--- src/rtl/mips_fetch_unit_if.sv ---
// mips_fetch_unit_if: fetch-stage bus (imem, control-unit inputs, PC/debug outputs); BRANCH_STATS_EN adds taken_count
interface mips_fetch_unit_if #(
  parameter int IMEM_AW = 6,
  parameter int COUNT_W = 16
);
  logic               run_sw;
  logic               step_btn;
  logic [31:0]        instr_in;
  logic               zero;
  logic               branch;
  logic               bne;
  logic               jump;
  logic [IMEM_AW-1:0] imem_addr;
  logic [31:0]        pc;
  logic [31:0]        pc_plus4;
  logic [31:0]        instr;
  logic [5:0]         op;
  logic [5:0]         funct;
  logic               advance;
  logic               halted;
  logic [COUNT_W-1:0] instr_count;
`ifdef BRANCH_STATS_EN
  logic [COUNT_W-1:0] taken_count;
`endif
  modport master (
    input  run_sw, step_btn, instr_in, zero, branch, bne, jump,
    output imem_addr, pc, pc_plus4, instr, op, funct, advance, halted, instr_count
`ifdef BRANCH_STATS_EN
    , output taken_count
`endif
  );
  modport slave (
    output run_sw, step_btn, instr_in, zero, branch, bne, jump,
    input  imem_addr, pc, pc_plus4, instr, op, funct, advance, halted, instr_count
`ifdef BRANCH_STATS_EN
    , input taken_count
`endif
  );
endinterface

--- src/rtl/mips_fetch_unit.sv ---
// mips_fetch_unit: PC/fetch stage with run/step/halt debug FSM; BRANCH_STATS_EN adds a taken-branch/jump counter
module mips_fetch_unit #(
  parameter logic [31:0] RESET_PC  = 32'h0000_0000,
  parameter int          IMEM_AW   = 6,
  parameter logic [31:0] HALT_WORD = 32'hFFFF_FFFF,
  parameter int          COUNT_W   = 16
) (
  input logic              clk,
  input logic              rst_n,
  mips_fetch_unit_if.master bus
);
  localparam logic [1:0] PAUSE  = 2'd0;
  localparam logic [1:0] RUN    = 2'd1;
  localparam logic [1:0] HALTED = 2'd2;
  logic [31:0]        pc_q, pc_d;
  logic [1:0]         state_q, state_d;
  logic [2:0]         sync_q, sync_d;
  logic [COUNT_W-1:0] cnt_q, cnt_d;
  logic [31:0]        pc_plus4, seimm, br_target, j_target, next_pc;
  logic               taken, is_halt, step_edge, advance;
`ifdef BRANCH_STATS_EN
  logic [COUNT_W-1:0] tcnt_q, tcnt_d;
`endif
  // next-PC selection: jump beats a taken branch beats sequential
  always_comb begin
    pc_plus4  = pc_q + 32'd4;
    seimm     = {{16{bus.instr_in[15]}}, bus.instr_in[15:0]};
    br_target = pc_plus4 + {seimm[29:0], 2'b00};
    j_target  = {pc_plus4[31:28], bus.instr_in[25:0], 2'b00};
    taken     = (bus.branch & bus.zero) | (bus.bne & ~bus.zero);
    next_pc   = bus.jump ? j_target : taken ? br_target : pc_plus4;
  end
  // run/step/halt control; a halt word is never retired so the PC keeps pointing at it
  always_comb begin
    is_halt   = (bus.instr_in == HALT_WORD);
    step_edge = sync_q[1] & ~sync_q[2];
    state_d   = state_q;
    advance   = 1'b0;
    unique case (state_q)
      PAUSE: begin
        state_d = is_halt ? HALTED : bus.run_sw ? RUN : PAUSE;
        advance = ~is_halt & ~bus.run_sw & step_edge;
      end
      RUN: begin
        state_d = is_halt ? HALTED : bus.run_sw ? RUN : PAUSE;
        advance = ~is_halt & bus.run_sw;
      end
      default: state_d = HALTED;
    endcase
  end
  // register next-state: PC and counters move only on a retiring cycle
  always_comb begin
    pc_d   = advance ? next_pc : pc_q;
    cnt_d  = cnt_q + COUNT_W'(advance);
    sync_d = {sync_q[1:0], bus.step_btn};
`ifdef BRANCH_STATS_EN
    tcnt_d = tcnt_q + COUNT_W'(advance & (taken | bus.jump));
`endif
  end
  // state flops with asynchronous active-low reset
  always_ff @(posedge clk or negedge rst_n) begin
    if (!rst_n) begin
      pc_q    <= RESET_PC;
      state_q <= PAUSE;
      sync_q  <= '0;
      cnt_q   <= '0;
`ifdef BRANCH_STATS_EN
      tcnt_q  <= '0;
`endif
    end else begin
      pc_q    <= pc_d;
      state_q <= state_d;
      sync_q  <= sync_d;
      cnt_q   <= cnt_d;
`ifdef BRANCH_STATS_EN
      tcnt_q  <= tcnt_d;
`endif
    end
  end
  assign bus.imem_addr   = pc_q[IMEM_AW+1:2];
  assign bus.pc          = pc_q;
  assign bus.pc_plus4    = pc_plus4;
  assign bus.instr       = bus.instr_in;
  assign bus.op          = bus.instr_in[31:26];
  assign bus.funct       = bus.instr_in[5:0];
  assign bus.advance     = advance;
  assign bus.halted      = (state_q == HALTED);
  assign bus.instr_count = cnt_q;
`ifdef BRANCH_STATS_EN
  assign bus.taken_count = tcnt_q;
`endif
endmodule

--- src/flat_wrapper.sv ---
// flat-port wrapper written by rule: the top's interface ports become plain ports
module mips_fetch_unit_flat 
#(
  parameter logic [31:0] RESET_PC  = 32'h0000_0000,
  parameter int          IMEM_AW   = 6,
  parameter logic [31:0] HALT_WORD = 32'hFFFF_FFFF,
  parameter int          COUNT_W   = 16
)
  (clk, rst_n, bus_run_sw, bus_step_btn, bus_instr_in, bus_zero, bus_branch, bus_bne, bus_jump, bus_imem_addr, bus_pc, bus_pc_plus4, bus_instr, bus_op, bus_funct, bus_advance, bus_halted, bus_instr_count);
  mips_fetch_unit_if #(.IMEM_AW(IMEM_AW), .COUNT_W(COUNT_W)) bus_i ();
  input logic clk;
  input logic rst_n;
  input wire logic [$bits(bus_i.run_sw)-1:0] bus_run_sw;
  input wire logic [$bits(bus_i.step_btn)-1:0] bus_step_btn;
  input wire logic [$bits(bus_i.instr_in)-1:0] bus_instr_in;
  input wire logic [$bits(bus_i.zero)-1:0] bus_zero;
  input wire logic [$bits(bus_i.branch)-1:0] bus_branch;
  input wire logic [$bits(bus_i.bne)-1:0] bus_bne;
  input wire logic [$bits(bus_i.jump)-1:0] bus_jump;
  output wire logic [$bits(bus_i.imem_addr)-1:0] bus_imem_addr;
  output wire logic [$bits(bus_i.pc)-1:0] bus_pc;
  output wire logic [$bits(bus_i.pc_plus4)-1:0] bus_pc_plus4;
  output wire logic [$bits(bus_i.instr)-1:0] bus_instr;
  output wire logic [$bits(bus_i.op)-1:0] bus_op;
  output wire logic [$bits(bus_i.funct)-1:0] bus_funct;
  output wire logic [$bits(bus_i.advance)-1:0] bus_advance;
  output wire logic [$bits(bus_i.halted)-1:0] bus_halted;
  output wire logic [$bits(bus_i.instr_count)-1:0] bus_instr_count;
  assign bus_i.run_sw = bus_run_sw;
  assign bus_i.step_btn = bus_step_btn;
  assign bus_i.instr_in = bus_instr_in;
  assign bus_i.zero = bus_zero;
  assign bus_i.branch = bus_branch;
  assign bus_i.bne = bus_bne;
  assign bus_i.jump = bus_jump;
  assign bus_imem_addr = bus_i.imem_addr;
  assign bus_pc = bus_i.pc;
  assign bus_pc_plus4 = bus_i.pc_plus4;
  assign bus_instr = bus_i.instr;
  assign bus_op = bus_i.op;
  assign bus_funct = bus_i.funct;
  assign bus_advance = bus_i.advance;
  assign bus_halted = bus_i.halted;
  assign bus_instr_count = bus_i.instr_count;
  mips_fetch_unit #(.RESET_PC(RESET_PC), .IMEM_AW(IMEM_AW), .HALT_WORD(HALT_WORD), .COUNT_W(COUNT_W)) u_core (.clk(clk), .rst_n(rst_n), .bus(bus_i));
endmodule
--- config.mk ---
export PLATFORM = sky130hd
export DESIGN_NAME = mips_fetch_unit_flat
export DESIGN_NICKNAME = d
export VERILOG_FILES = /design/src/rtl/mips_fetch_unit_if.sv /design/src/rtl/mips_fetch_unit.sv /design/src/flat_wrapper.sv
export SDC_FILE = /design/constraint.sdc
export NUM_CORES = 1
export LEC_CHECK = 0
export ABC_CLOCK_PERIOD_IN_PS = 4000
export BUFFER_PORTS_ARGS = -buffer_cell sky130_fd_sc_hd__buf_4
export CORE_ASPECT_RATIO = 1.25
export CORE_UTILIZATION = 52
export CTS_CLUSTER_DIAMETER = 60
export DETAILED_ROUTE_END_ITERATION = 10
export GPL_TIMING_DRIVEN = 0
export HOLD_SLACK_MARGIN = 0.05
export PLACE_DENSITY = 0.94
export RECOVER_POWER = 100
export SLEW_MARGIN = 5
export SYNTH_ARGS = -nofsm -noshare
export SYNTH_HDL_FRONTEND = slang
export SYNTH_SLANG_ARGS = --single-unit
export TNS_END_PERCENT = 50
--- constraint.sdc ---
create_clock -name clk -period 4 [get_ports clk]
set_clock_uncertainty 0.05 [all_clocks]
set_input_delay 1 -clock clk [delete_from_list [all_inputs] [get_ports clk]]
set_output_delay 1 -clock clk [all_outputs]
set_load 0.005 [all_outputs]
==> results.cfg <==
[clock_network]
ctsHoldBuffers = 0
clock-sinks = 51
cts_buffers = 5
clk_path_buf_depth = 2
clk_latency_ns = 0.31
htreeDepth = 2
clk_root_buffer_cell = clkbuf_16
cts_tree = yes
path_clk_slew_ns = 0.07

[global_route]
grt_usage_pct = 33.4
first_global_vias = 5433
grt_first_pass_wirelength_mm = 26.9
overflow = 0
grt_max_degree = 52
antenna_found_initial = 0

[sta]
rsz0062_at_grt = yes
tightest_slew_ns = 0.753
finalCritPeriodShare_pct = 98.8
min_period_ns = 3.95
hold_violations = 0
maxSlewViolCount = 0
fmax_ghz = 0.253
tns_ns = 0
slew_headroom_pct = 49.8
fin_hold_ws_ns = 0.317
layout_setup_ws_ns = 0.0465
setup_viol = 0

[critical_path]
rrSetupSlack_ns = 0.14
cp_data_arrival_time_ns = 2.90
critPathKind = input port to primary output
r2r_end = u_core.bus.pc[27]$_DFFE_PN0N_
worstPathRequired_ns = 2.95
endpoint_kind = primary output
rr_worst_depth = 16
rr_startpoint = u_core.bus.pc[7]$_DFFE_PN0N_
cp-start-kind = input port
worstPathMaxFanout = 24

[route]
ant_nets = 0
vias = 5641
wire_per_inst_um = 18.7
drtIter0Drc = 477
wirelength_mm = 17.4
vias_per_cell = 6.07
first_pass_iters = 5
drc_errors = 0

[synth]
synth.most_common_cell = nand2_1
avgSynthCellArea_um2 = 8.17
ys_async_sr_fraction_pct = 100
synth_edf_count = 0
syn_inst = 621
synth_area_leaders = dfrtp_1, ha_1, buf_4
synth_warnings = 0
syn_area_um2 = 5070
synth_top_area_cell = dfrtp_1
yosysTopAreaCellShare_pct = 25.1
synth_common_cells = nand2_1, buf_4, dfrtp_1, nor2_1, o21ai_0
yosysSeqAreaShare_pct = 25.1
synthDistinctLibCells = 67
ys_dominant_reg_cell = dfrtp_1
ys_seq_elements = 51

[power]
cellPowerDensity_nw_per_um2 = 443
max-vdd-ir-drop_mv = 0.276
p_leak_nw = 3.31

[die]
fp.dieH_um = 112
io_pins = 172
rows = 39
die-area_um2 = 10200
start_util_pct = 54.5
fp.coreArea_um2 = 9320
die_width_um = 90.4

[finish]
areaGrowthSynthToFinish_pct = 34.2
diodes = 0
nets = 885
drive_gt1_share_pct = 34.1
fill_cells = 727

[placed_design]
dp_hpwl_mm = 13.1
routabilityCongestion = 0.927
portBuffers = 167
dp_slack_ns = -0.400

[status]
status = completed

[worst_hold_path]
worstHoldPathCells = 0
hp-class = register to register
hold_start = u_core.sync_q[0]$_DFF_PN0_
min_to = u_core.sync_q[1]$_DFF_PN0_

[flow_run]
max_cap_viol_count = 0
state kept, by name (all words and copies together) (netlist names):
signal	flops
u_core.bus.pc	30
u_core.bus.instr_count	16
u_core.sync_q	3
u_core.state_q	2
worst max-delay path, cell delays in order:
cell	delay [ns]
buf_4	0.29
nand4_1	0.23
nor4_4	0.40
a21oi_1	0.18
nand2_2	0.23
inv_1	0.30
buf_4	0.24
area by class of cell:
class | instances | area, um^2 | area share, %
clock inverters | 3 | 26.3 | 0.386
clock buffers | 5 | 125 | 1.84
multi-input cells | 491 | 3400 | 49.9
well taps | 123 | 154 | 2.26
inverters | 10 | 37.5 | 0.551
plain buffers | 71 | 470 | 6.91
repair buffers | 176 | 1310 | 19.3
flip-flops and latches | 51 | 1280 | 18.8
logic make-up after synthesis:
logic type | after synthesis | synth area share (%)
simple gates | 218 | 21.4
compound gates | 167 | 22.3
flops | 51 | 25.1
other cells | 1 | 0.0739
xor+xnor | 57 | 9.99
buf+inv | 82 | 10.1
fa+ha+maj | 39 | 9.76
mux | 6 | 1.23
cell usage in the layout (no fill, tap or decap), drive strengths merged, types with 6 or more instances in the layout:
master  count
o211ai      6
ha         38
xor2       21
xnor2      36
o21ai      43
nor3       10
dfrtp      51
nand3      29
nand4      14
a21o       17
nor2       40
clkbuf     44
and3       22
buf       208
a21oi      35
a211oi     17
inv        12
nand2      67
through the flow:
| stage | total power [W] | std cells | instance area [um^2] | util, % |
|---|---|---|---|---|
| detailed placement | 0.00247 | 914 | 6490 | 69.7 |
| global placement | 0.00241 | 914 | 6490 | 69.7 |
| CTS | 0.00295 | 921 | 6700 | 71.9 |
| global route | 0.00321 | 930 | 6810 | 73.1 |
| floorplan | 0.00179 | 624 | 5090 | - |
| finish | 0.00302 | 930 | 6810 | 73.1 |
routing by layer:
metal	part of all wire, %	vias up	global-route usage (%)
li1	-	2588	-
met1	38	2656	37.5
met2	51	340	61.1
met3	7.5	57	5.01
met4	4.1	0	16.7
met5	0	-	0
power by group:
part / internal (W) / switching [W]
clock network: 0.000239 / 0.000227
logic: 0.000868 / 0.000897
registers: 0.000629 / 0.000159
worst max path at each step:
| stage | from | endpoint | slack, ns | cells after the start |
|---|---|---|---|---|
| global placement | u_core.bus.pc[7]$_DFFE_PN0N_ | u_core.bus.pc[27]$_DFFE_PN0N_ | -0.37 | 16 |
| global route | u_core.bus.pc[3]$_DFFE_PN0N_ | u_core.bus.pc[27]$_DFFE_PN0N_ | -0.09 | 16 |
| finish | bus_instr_in[15] | bus_advance | 0.05 | 7 |
| detailed placement | bus_instr_in[15] | bus_advance | -0.40 | 8 |
| CTS | u_core.bus.pc[7]$_DFFE_PN0N_ | u_core.bus.pc[27]$_DFFE_PN0N_ | 0.01 | 16 |
| floorplan | u_core.bus.pc[7]$_DFFE_PN0N_ | u_core.bus.pc[29]$_DFFE_PN0N_ | 0.50 | 16 |
timing repair:
action                     CTS  global route
setup endpoints to repair    7             8
buffers inserted             0             9
pin swaps                    0             4
resized for setup           15            14
Note: power is estimated with default switching activity, not from simulation.
